$ cat src/rtl/key_pulse_repeater.sv
// Pushbutton conditioner: 2-FF sync, stable-time debounce, press/release pulses, long-press, repeat.
// Define AUTO_REPEAT_EN to emit repeat press pulses while a long press is held.
module key_pulse_repeater #(
    parameter int DEBOUNCE_CYCLES   = 1_000_000,
    parameter int LONG_PRESS_CYCLES = 25_000_000,
    parameter int REPEAT_CYCLES     = 5_000_000,
    parameter bit ACTIVE_LOW        = 1'b1
) (
    input  logic clk,
    input  logic rst,
    input  logic key_in,
    output logic pressed,
    output logic press_pulse,
    output logic release_pulse,
    output logic long_press
);
    // state  | meaning
    // IDLE   | key released; debouncing toward an accepted press
    // HELD   | press accepted; timing toward long press, debouncing release
    // REPEAT | long press active; repeat timer running, debouncing release

    localparam int DB_W     = $clog2(DEBOUNCE_CYCLES + 1);
    localparam int HOLD_MAX = (LONG_PRESS_CYCLES > REPEAT_CYCLES) ? LONG_PRESS_CYCLES : REPEAT_CYCLES;
    localparam int HOLD_W   = $clog2(HOLD_MAX + 1);

    typedef enum logic [1:0] {
        IDLE   = 2'd0,
        HELD   = 2'd1,
        REPEAT = 2'd2
    } state_t;

    state_t            state, state_nxt;
    logic              sync_q1, sync_q2;
    logic              key_s;
    logic [DB_W-1:0]   db_cnt, db_cnt_nxt;
    logic [HOLD_W-1:0] hold_cnt, hold_cnt_nxt;
    logic              pressed_nxt, long_press_nxt, press_pulse_nxt, release_pulse_nxt;
    logic              db_done;

    // Reset loads the released raw level so nothing looks pressed out of reset.
    always_ff @(posedge clk) begin
        if (rst) begin
            sync_q1 <= ACTIVE_LOW;
            sync_q2 <= ACTIVE_LOW;
        end else begin
            sync_q1 <= key_in;
            sync_q2 <= sync_q1;
        end
    end

    assign key_s = sync_q2 ^ ACTIVE_LOW;

    always_ff @(posedge clk) begin
        if (rst) begin
            state         <= IDLE;
            db_cnt        <= '0;
            hold_cnt      <= '0;
            pressed       <= 1'b0;
            long_press    <= 1'b0;
            press_pulse   <= 1'b0;
            release_pulse <= 1'b0;
        end else begin
            state         <= state_nxt;
            db_cnt        <= db_cnt_nxt;
            hold_cnt      <= hold_cnt_nxt;
            pressed       <= pressed_nxt;
            long_press    <= long_press_nxt;
            press_pulse   <= press_pulse_nxt;
            release_pulse <= release_pulse_nxt;
        end
    end

    always_comb begin
        state_nxt         = state;
        db_cnt_nxt        = db_cnt;
        hold_cnt_nxt      = hold_cnt;
        pressed_nxt       = pressed;
        long_press_nxt    = long_press;
        press_pulse_nxt   = 1'b0;
        release_pulse_nxt = 1'b0;
        db_done           = (db_cnt == DB_W'(DEBOUNCE_CYCLES - 1));

        case (state)
            IDLE: begin
                if (!key_s) begin
                    db_cnt_nxt = '0;
                end else if (db_done) begin
                    state_nxt       = HELD;
                    pressed_nxt     = 1'b1;
                    press_pulse_nxt = 1'b1;
                    db_cnt_nxt      = '0;
                    hold_cnt_nxt    = '0;
                end else begin
                    db_cnt_nxt = db_cnt + DB_W'(1);
                end
            end
            HELD, REPEAT: begin
                // Release acceptance pre-empts any long-press or repeat event due this clock.
                if (!key_s && db_done) begin
                    state_nxt         = IDLE;
                    pressed_nxt       = 1'b0;
                    long_press_nxt    = 1'b0;
                    release_pulse_nxt = 1'b1;
                    db_cnt_nxt        = '0;
                    hold_cnt_nxt      = '0;
                end else begin
                    db_cnt_nxt = key_s ? '0 : db_cnt + DB_W'(1);
                    if (state == HELD) begin
                        if (hold_cnt == HOLD_W'(LONG_PRESS_CYCLES - 1)) begin
                            state_nxt      = REPEAT;
                            long_press_nxt = 1'b1;
                            hold_cnt_nxt   = '0;
                        end else begin
                            hold_cnt_nxt = hold_cnt + HOLD_W'(1);
                        end
                    end else begin
`ifdef AUTO_REPEAT_EN
                        if (hold_cnt == HOLD_W'(REPEAT_CYCLES - 1)) begin
                            press_pulse_nxt = 1'b1;
                            hold_cnt_nxt    = '0;
                        end else begin
                            hold_cnt_nxt = hold_cnt + HOLD_W'(1);
                        end
`else
                        hold_cnt_nxt = '0;
`endif
                    end
                end
            end
            default: begin
                state_nxt = IDLE;
            end
        endcase
    end

endmodule
$ cat config.mk
export PLATFORM = sky130hd
export DESIGN_NAME = key_pulse_repeater
export DESIGN_NICKNAME = d
export VERILOG_FILES = /design/src/rtl/key_pulse_repeater.sv
export SDC_FILE = /design/constraint.sdc
export NUM_CORES = 1
export LEC_CHECK = 0
export CORE_ASPECT_RATIO = 1.1
export CORE_MARGIN = 2
export CORE_UTILIZATION = 30
export CTS_CLUSTER_DIAMETER = 60
export DETAILED_ROUTE_END_ITERATION = 16
export PLACE_DENSITY = 0.54
export SETUP_SLACK_MARGIN = 0.1
export SYNTH_ARGS = -nofsm -noshare
export SYNTH_HDL_FRONTEND = slang
export SYNTH_SLANG_ARGS = --single-unit
$ cat constraint.sdc
create_clock -name clk -period 2.43 [get_ports clk]
set_input_delay 0.486 -clock clk [delete_from_list [all_inputs] [get_ports clk]]
set_output_delay 0.486 -clock clk [all_outputs]
set_load 0.02 [all_outputs]
==> flow_metrics.tcl, run 1 <==
set metrics [dict create \
    reg2reg_depth 5 \
    yosysWarnings 0 \
    die_h_um 105 \
    path_buf_inv 0 \
    rows 36 \
    drt_iter0_drc 107 \
    worst-path-stages 5 \
    cp.arrival_ns 2.45 \
    vias_per_cell 5.44 \
    power_density_nw_per_um2 454 \
    holdCritStartpoint "sync_q1$_SDFF_PP1_" \
    fin_crit_sh_pct 91.8 \
    ios 7 \
    clock_latency_ns 0.31 \
    stdcell_count 453 \
    synth_cells 327 \
    start_util_pct 31.0 \
    synth_compound_area_share_pct 17.5 \
    cts_buffers 5 \
    slowest_delay_ns 0.66 \
    ys_seq_elements 53 \
    cts_tree "yes" \
    nets 346 \
    grt_pass1_wl_um 11100 \
    hold_viol 0 \
    synth-edff-count 0 \
    place_hpwl_um 4370 \
    layout_min_cycle_time_ns 2.23 \
    final_antenna_net_count 0 \
    wl_per_cell_um 13.9 \
    worstReg2RegStart "db_cnt[8]$_SDFFE_PP0P_" \
    leakage_nw 0.915 \
    cp_max_fo 4 \
    syn_avg_cell_area_um2 8.46 \
    setup_viol_count_final 0 \
    grt_max_degree 44 \
    syn_area_um2 2770 \
    final_cell_mix "53 x dfxtp_1, 27 x a21oi_1, 27 x nor2_1" \
    place_congestion 0.809 \
    grt-ovfl-total 0 \
    async_flop_share_pct 0 \
    n_fill_cell 971 \
    cts_root_buf "clkbuf_8" \
    relSlewSlack_pct 55.6 \
    synth_fa_ha_area_share_pct 2.26 \
    synth_nets 335 \
    cts_max_path_buffers 2 \
    ir_drop_uv 257 \
    fin_tns_setup_ns 0 \
    setup_slack_ns 0.200 \
    critPathRequiredTime_ns 2.65 \
    synth_xor_area_share_pct 5.38 \
    rsz0062_at_grt "true" \
    status "finished clean" \
    first_pass_iters 5 \
    fin_skew_ns 0.0146 \
    synth_ff_type "dfxtp_1" \
    tightest_slew_ns 0.662 \
    num_antenna_cells 0 \
    die_area_um2 10000 \
    finalWirelength_um 6280 \
    critPathTopFamily "simple AND/OR/NAND/NOR gates" \
    grt_antenna_before_repair 0 \
    synth-seq-area-share_pct 38.4 \
    fin_util_pct 34.8 \
    drcViolationCount 0 \
    place_ws_ns 0.185 \
    criticalPathCategory "reg -> reg" \
    clk_pin_slew_ns 0.10 \
    r2r_end "state[1]$_SDFFE_PP0P_" \
    rrSetupSlack_ns 0.20 \
    max-cap-violations 0 \
    vias 2466 \
    critPathSlowestCell "or4b_2" \
    holdBufCountCts 0 \
    cts_max_level 2 \
    numClockSinks 53 \
    track_usage_pct 13.5 \
    port_buffers 6 \
    synth.distinct_cells 51 \
    post-place-cells 445 \
    cp-start-kind "register" \
    end_kind "register" \
    synthSimpleGateAreaFrac_pct 32.4 \
    synth_top_family_by_area "simple AND/OR/NAND/NOR gates" \
    endpoint "state[1]$_SDFFE_PP0P_" \
    post_cts_resized 0 \
    coreArea_um2 8920 \
    die_x_um 95.5 \
    synthMuxAreaShare_pct 0.362 \
    layout-drive-gt1-share_pct 8.55 \
    final-max-slew-violation-count 0 \
    final_common_cell "dfxtp_1" \
    cts_setup_buffers 0 \
    clock.fmax_mhz 448 \
    critPathLaunch "db_cnt[8]$_SDFFE_PP0P_" \
    hp-class "reg -> reg" \
    synthToLayoutAreaGrowth_pct 12.2 \
    crit_chain "or4b_2 -> or4_1 -> o31ai_1 -> a31oi_1 -> nor4_1" \
    ff_latch_area_um2 1060 \
    multiInputGateArea_um2 1610 \
    first_global_vias 2304 \
    power_mw 1.41 \
]
==> worst min path at each step <==
stage	end	slack, ns	cells after the start
floorplan	sync_q2$_SDFF_PP1_	0.39	1
global placement	sync_q2$_SDFF_PP1_	0.40	1
detailed placement	sync_q2$_SDFF_PP1_	0.39	1
CTS	sync_q2$_SDFF_PP1_	0.42	1
global route	sync_q2$_SDFF_PP1_	0.42	1
finish	sync_q2$_SDFF_PP1_	0.42	1
==> flip-flops by register name (all words and copies together) (netlist names) <==
register       cells
db_cnt            20
state              2
long_press         1
release_pulse      1
hold_cnt          25
pressed            1
press_pulse        1
sync_q1            1
sync_q2            1
==> report_power, final <==
part | switching (mW) | internal [mW]
clock | 0.290 | 0.205
sequential | 0.00345 | 0.871
combinational | 0.0231 | 0.0152
==> cells in the mapped netlist (all sizes together), types with 8 or more instances <==
| master | n | area, µm² |
|---|---|---|
| inv | 9 | 33.8 |
| nor2 | 27 | 101 |
| xor2 | 11 | 96.3 |
| clkbuf | 10 | 37.5 |
| dfxtp | 53 | 1060 |
| nor4 | 8 | 80.1 |
| nand2 | 24 | 90.1 |
| o31ai | 17 | 128 |
| or4 | 17 | 128 |
| o21ai | 8 | 40.0 |
| a21oi | 28 | 144 |
| nand3 | 18 | 90.1 |
| nand4 | 11 | 68.8 |
==> routing by layer <==
metal | GRT usage [%] | vias to the layer above | wire length [µm]
li1 | - | 1256 | -
met1 | 17.9 | 1175 | 2880
met2 | 21.7 | 31 | 3130
met3 | 2.60 | 4 | 220
met4 | 4.39 | 0 | 51
met5 | 0 | - | 0
==> layout make-up <==
| type | instances | area share [%] |
|---|---|---|
| Clock buffer | 7 | 2.46 |
| Clock inverter | 1 | 0.242 |
| Inverter | 9 | 1.09 |
| Multi-Input combinational cell | 250 | 51.8 |
| Sequential cell | 53 | 34.2 |
| Tap cell | 114 | 4.60 |
| Timing Repair Buffer | 19 | 5.60 |
==> cells by family (layout without fill, tap and decap cells) <==
family,Yosys count,in the layout
xor+xnor,17,17
compound gates,76,76
buf+inv,24,36
fa+ha+maj,5,5
mux,1,1
simple gates,151,151
flops,53,53
==> through the flow <==
| step | cell area (µm²) | hold slack [ns] |
|---|---|---|
| detailed placement | 3010 | 0.395 |
| CTS | 3090 | 0.418 |
| global placement | 3010 | 0.404 |
| global route | 3100 | 0.423 |
| floorplan | 2770 | 0.389 |
| finish | 3100 | 0.416 |
==> worst reg2reg max path, stage by stage (launching register included) <==
cell,delay (ns)
dfxtp_1,0.35
or4b_2,0.66
or4_1,0.63
o31ai_1,0.25
a31oi_1,0.11
nor4_1,0.15
No activity file was read; power rests on OpenSTA's default activity.
==> run 2: changes to the inputs <==
--- a/config.mk
+++ b/config.mk
@@ -5,6 +5,7 @@
 export SDC_FILE = /design/constraint.sdc
 export NUM_CORES = 1
 export LEC_CHECK = 0
+export ABC_CLOCK_PERIOD_IN_PS = 2430
 export CORE_ASPECT_RATIO = 1.1
 export CORE_MARGIN = 2
 export CORE_UTILIZATION = 30
==> results of run 2 <==
Same layout as run 1: the final DEF is identical, and so are final timing and power.
==> run 3: changes to the inputs <==
--- a/config.mk
+++ b/config.mk
@@ -7,7 +7,6 @@
 export LEC_CHECK = 0
 export ABC_CLOCK_PERIOD_IN_PS = 2430
 export CORE_ASPECT_RATIO = 1.1
-export CORE_MARGIN = 2
 export CORE_UTILIZATION = 30
 export CTS_CLUSTER_DIAMETER = 60
 export DETAILED_ROUTE_END_ITERATION = 16
==> run 3 against run 2 <==
Final cell count grew 0.44%. Utilization grew 0.056 points. Clock skew about the same. Power up 0.50%. Die area is 4.0% lower. Clock power is 1% higher. Worst hold slack better by 0.0045 ns. Worst setup slack worse by 0.0045 ns. Wire length down 1.2%. Critical endpoint is now pressed$_SDFFE_PP0P_. Highest routed layer unchanged.
==> flow_metrics.tcl, run 3 (synthesized netlist as in run 1, its figures left out) <==
set metrics [dict create \
    status "finished clean" \
    tightest_slew_ns 0.634 \
    max-cap-violations 0 \
    cp-start-kind "register" \
    power_frac_comb_pct 2.8 \
    holdBufCountCts 0 \
    grt_pass1_wl_um 10700 \
    first_global_vias 2283 \
    criticalPathCategory "reg -> reg" \
    n_fill_cell 959 \
    stdcell_count 455 \
    setup_viol_count_final 0 \
    clk_pin_slew_ns 0.10 \
    start_util_pct 31.0 \
    layout-drive-gt1-share_pct 8.80 \
    leakage_nw 0.923 \
    grt_max_degree 44 \
    post_cts_resized 0 \
    final_antenna_net_count 0 \
    drcViolationCount 0 \
    power_mw 1.41 \
    cp_max_fo 4 \
    relSlewSlack_pct 57.5 \
    p_int_mw 1.09 \
    post-place-cells 447 \
    hp-class "reg -> reg" \
    die_x_um 93.5 \
    nets 348 \
    power_density_nw_per_um2 455 \
    ios 7 \
    rows 36 \
    vias 2465 \
    place_hpwl_um 4380 \
    fin_crit_sh_pct 91.9 \
    end_kind "register" \
    port_buffers 6 \
    synthToLayoutAreaGrowth_pct 12.4 \
    switchingPower_uw 323 \
    rsz0062_at_grt "true" \
    cts_setup_buffers 0 \
    fin_tns_setup_ns 0 \
    final-max-slew-violation-count 0 \
    track_usage_pct 14.0 \
    largestRegisters "hold_cnt (25), db_cnt (20), state (2)" \
    num_antenna_cells 0 \
    clock.fmax_mhz 448 \
    largest_reg_flops 25 \
    grt_antenna_before_repair 0 \
    cts_root_buf "clkbuf_8" \
    finalWirelength_um 6200 \
    numClockSinks 53 \
    p_sw_share_pct 22.8 \
    cts_max_level 2 \
    die_area_um2 9610 \
    vias_per_cell 5.42 \
    cts_tree "yes" \
    top_register "hold_cnt" \
    final_cell_mix "53 x dfxtp_1, 27 x a21oi_1, 27 x nor2_1" \
    clock_latency_ns 0.31 \
    pwr-share-seq_pct 61.7 \
    grt-ovfl-total 0 \
    drt_iter0_drc 117 \
    first_pass_iters 4 \
    cp.arrival_ns 2.48 \
    hold_viol 0 \
    die_h_um 103 \
    wl_per_cell_um 13.6 \
    p_clk_share_pct 35.5 \
    fin_skew_ns 0.0147 \
    coreArea_um2 8920 \
    critPathRequiredTime_ns 2.68 \
    ir_drop_uv 220 \
    cts_max_path_buffers 2 \
    cts_buffers 5 \
    place_congestion 0.825 \
    final_common_cell "dfxtp_1" \
    layout_min_cycle_time_ns 2.23 \
]
run 3: changes by cell type in the layout (fill, tap and decap cells not counted):
| cell | change |
|---|---|
| nor4_1 | +1 |
| nor4_2 | -1 |
| buf_4 | +3 |
| buf_6 | -1 |
run 3: final timing paths:
kind	from	end	slack, ns	cells after the start
hold / removal	sync_q1$_SDFF_PP1_	sync_q2$_SDFF_PP1_	0.42	1
hold reg to reg	sync_q1$_SDFF_PP1_	sync_q2$_SDFF_PP1_	0.42	1
setup reg to reg	db_cnt[8]$_SDFFE_PP0P_	pressed$_SDFFE_PP0P_	0.20	5
setup / recovery	db_cnt[8]$_SDFFE_PP0P_	pressed$_SDFFE_PP0P_	0.20	5
run 3: stage by stage:
stage	util, %	instance area (µm²)	setup WS [ns]	hold slack [ns]
final	34.8	3110	0.196	0.420
after global routing	34.8	3110	0.0768	0.449
after CTS	34.8	3110	0.144	0.425
after detailed placement	33.9	3020	0.189	0.400
after global placement	33.9	3020	0.238	0.397
after floorplan	-	2770	0.326	0.389
run 3: layout make-up:
cell class                 instances  area [µm²]  area share [%]
clock buffer                       7        76.3            2.46
clock inverter                     1        7.51           0.242
inverter                           9        33.8            1.09
multi-input combinational        250        1600            51.5
sequential                        53        1060            34.1
tap                              114         143            4.59
timing repair buffer              21         185            5.96
run 3: worst max-delay path, stage by stage (launching register included):
cell and delay (ns):
dfxtp_1 0.35, or4b_2 0.66, or4_1 0.62, nor4_1 0.29
o21ai_0 0.12, a21oi_1 0.13
run 3: power by group through the flow:
stage	Combinational, mW	Sequential (mW)	Clock, mW
final	0.0399	0.873	0.502
after floorplan	0.0214	0.895	0
after detailed placement	0.0406	0.893	0
after global routing	0.0439	0.874	0.564
after CTS	0.0406	0.873	0.519
after global placement	0.0403	0.894	0
run 3: metal layers:
metal	global-route usage [%]	up-vias	wire (µm)
met2	23.9	29	2910
met3	2.65	9	168
li1	-	1262	-
met5	0	-	0
met4	5.21	0	109
met1	17.6	1165	3010
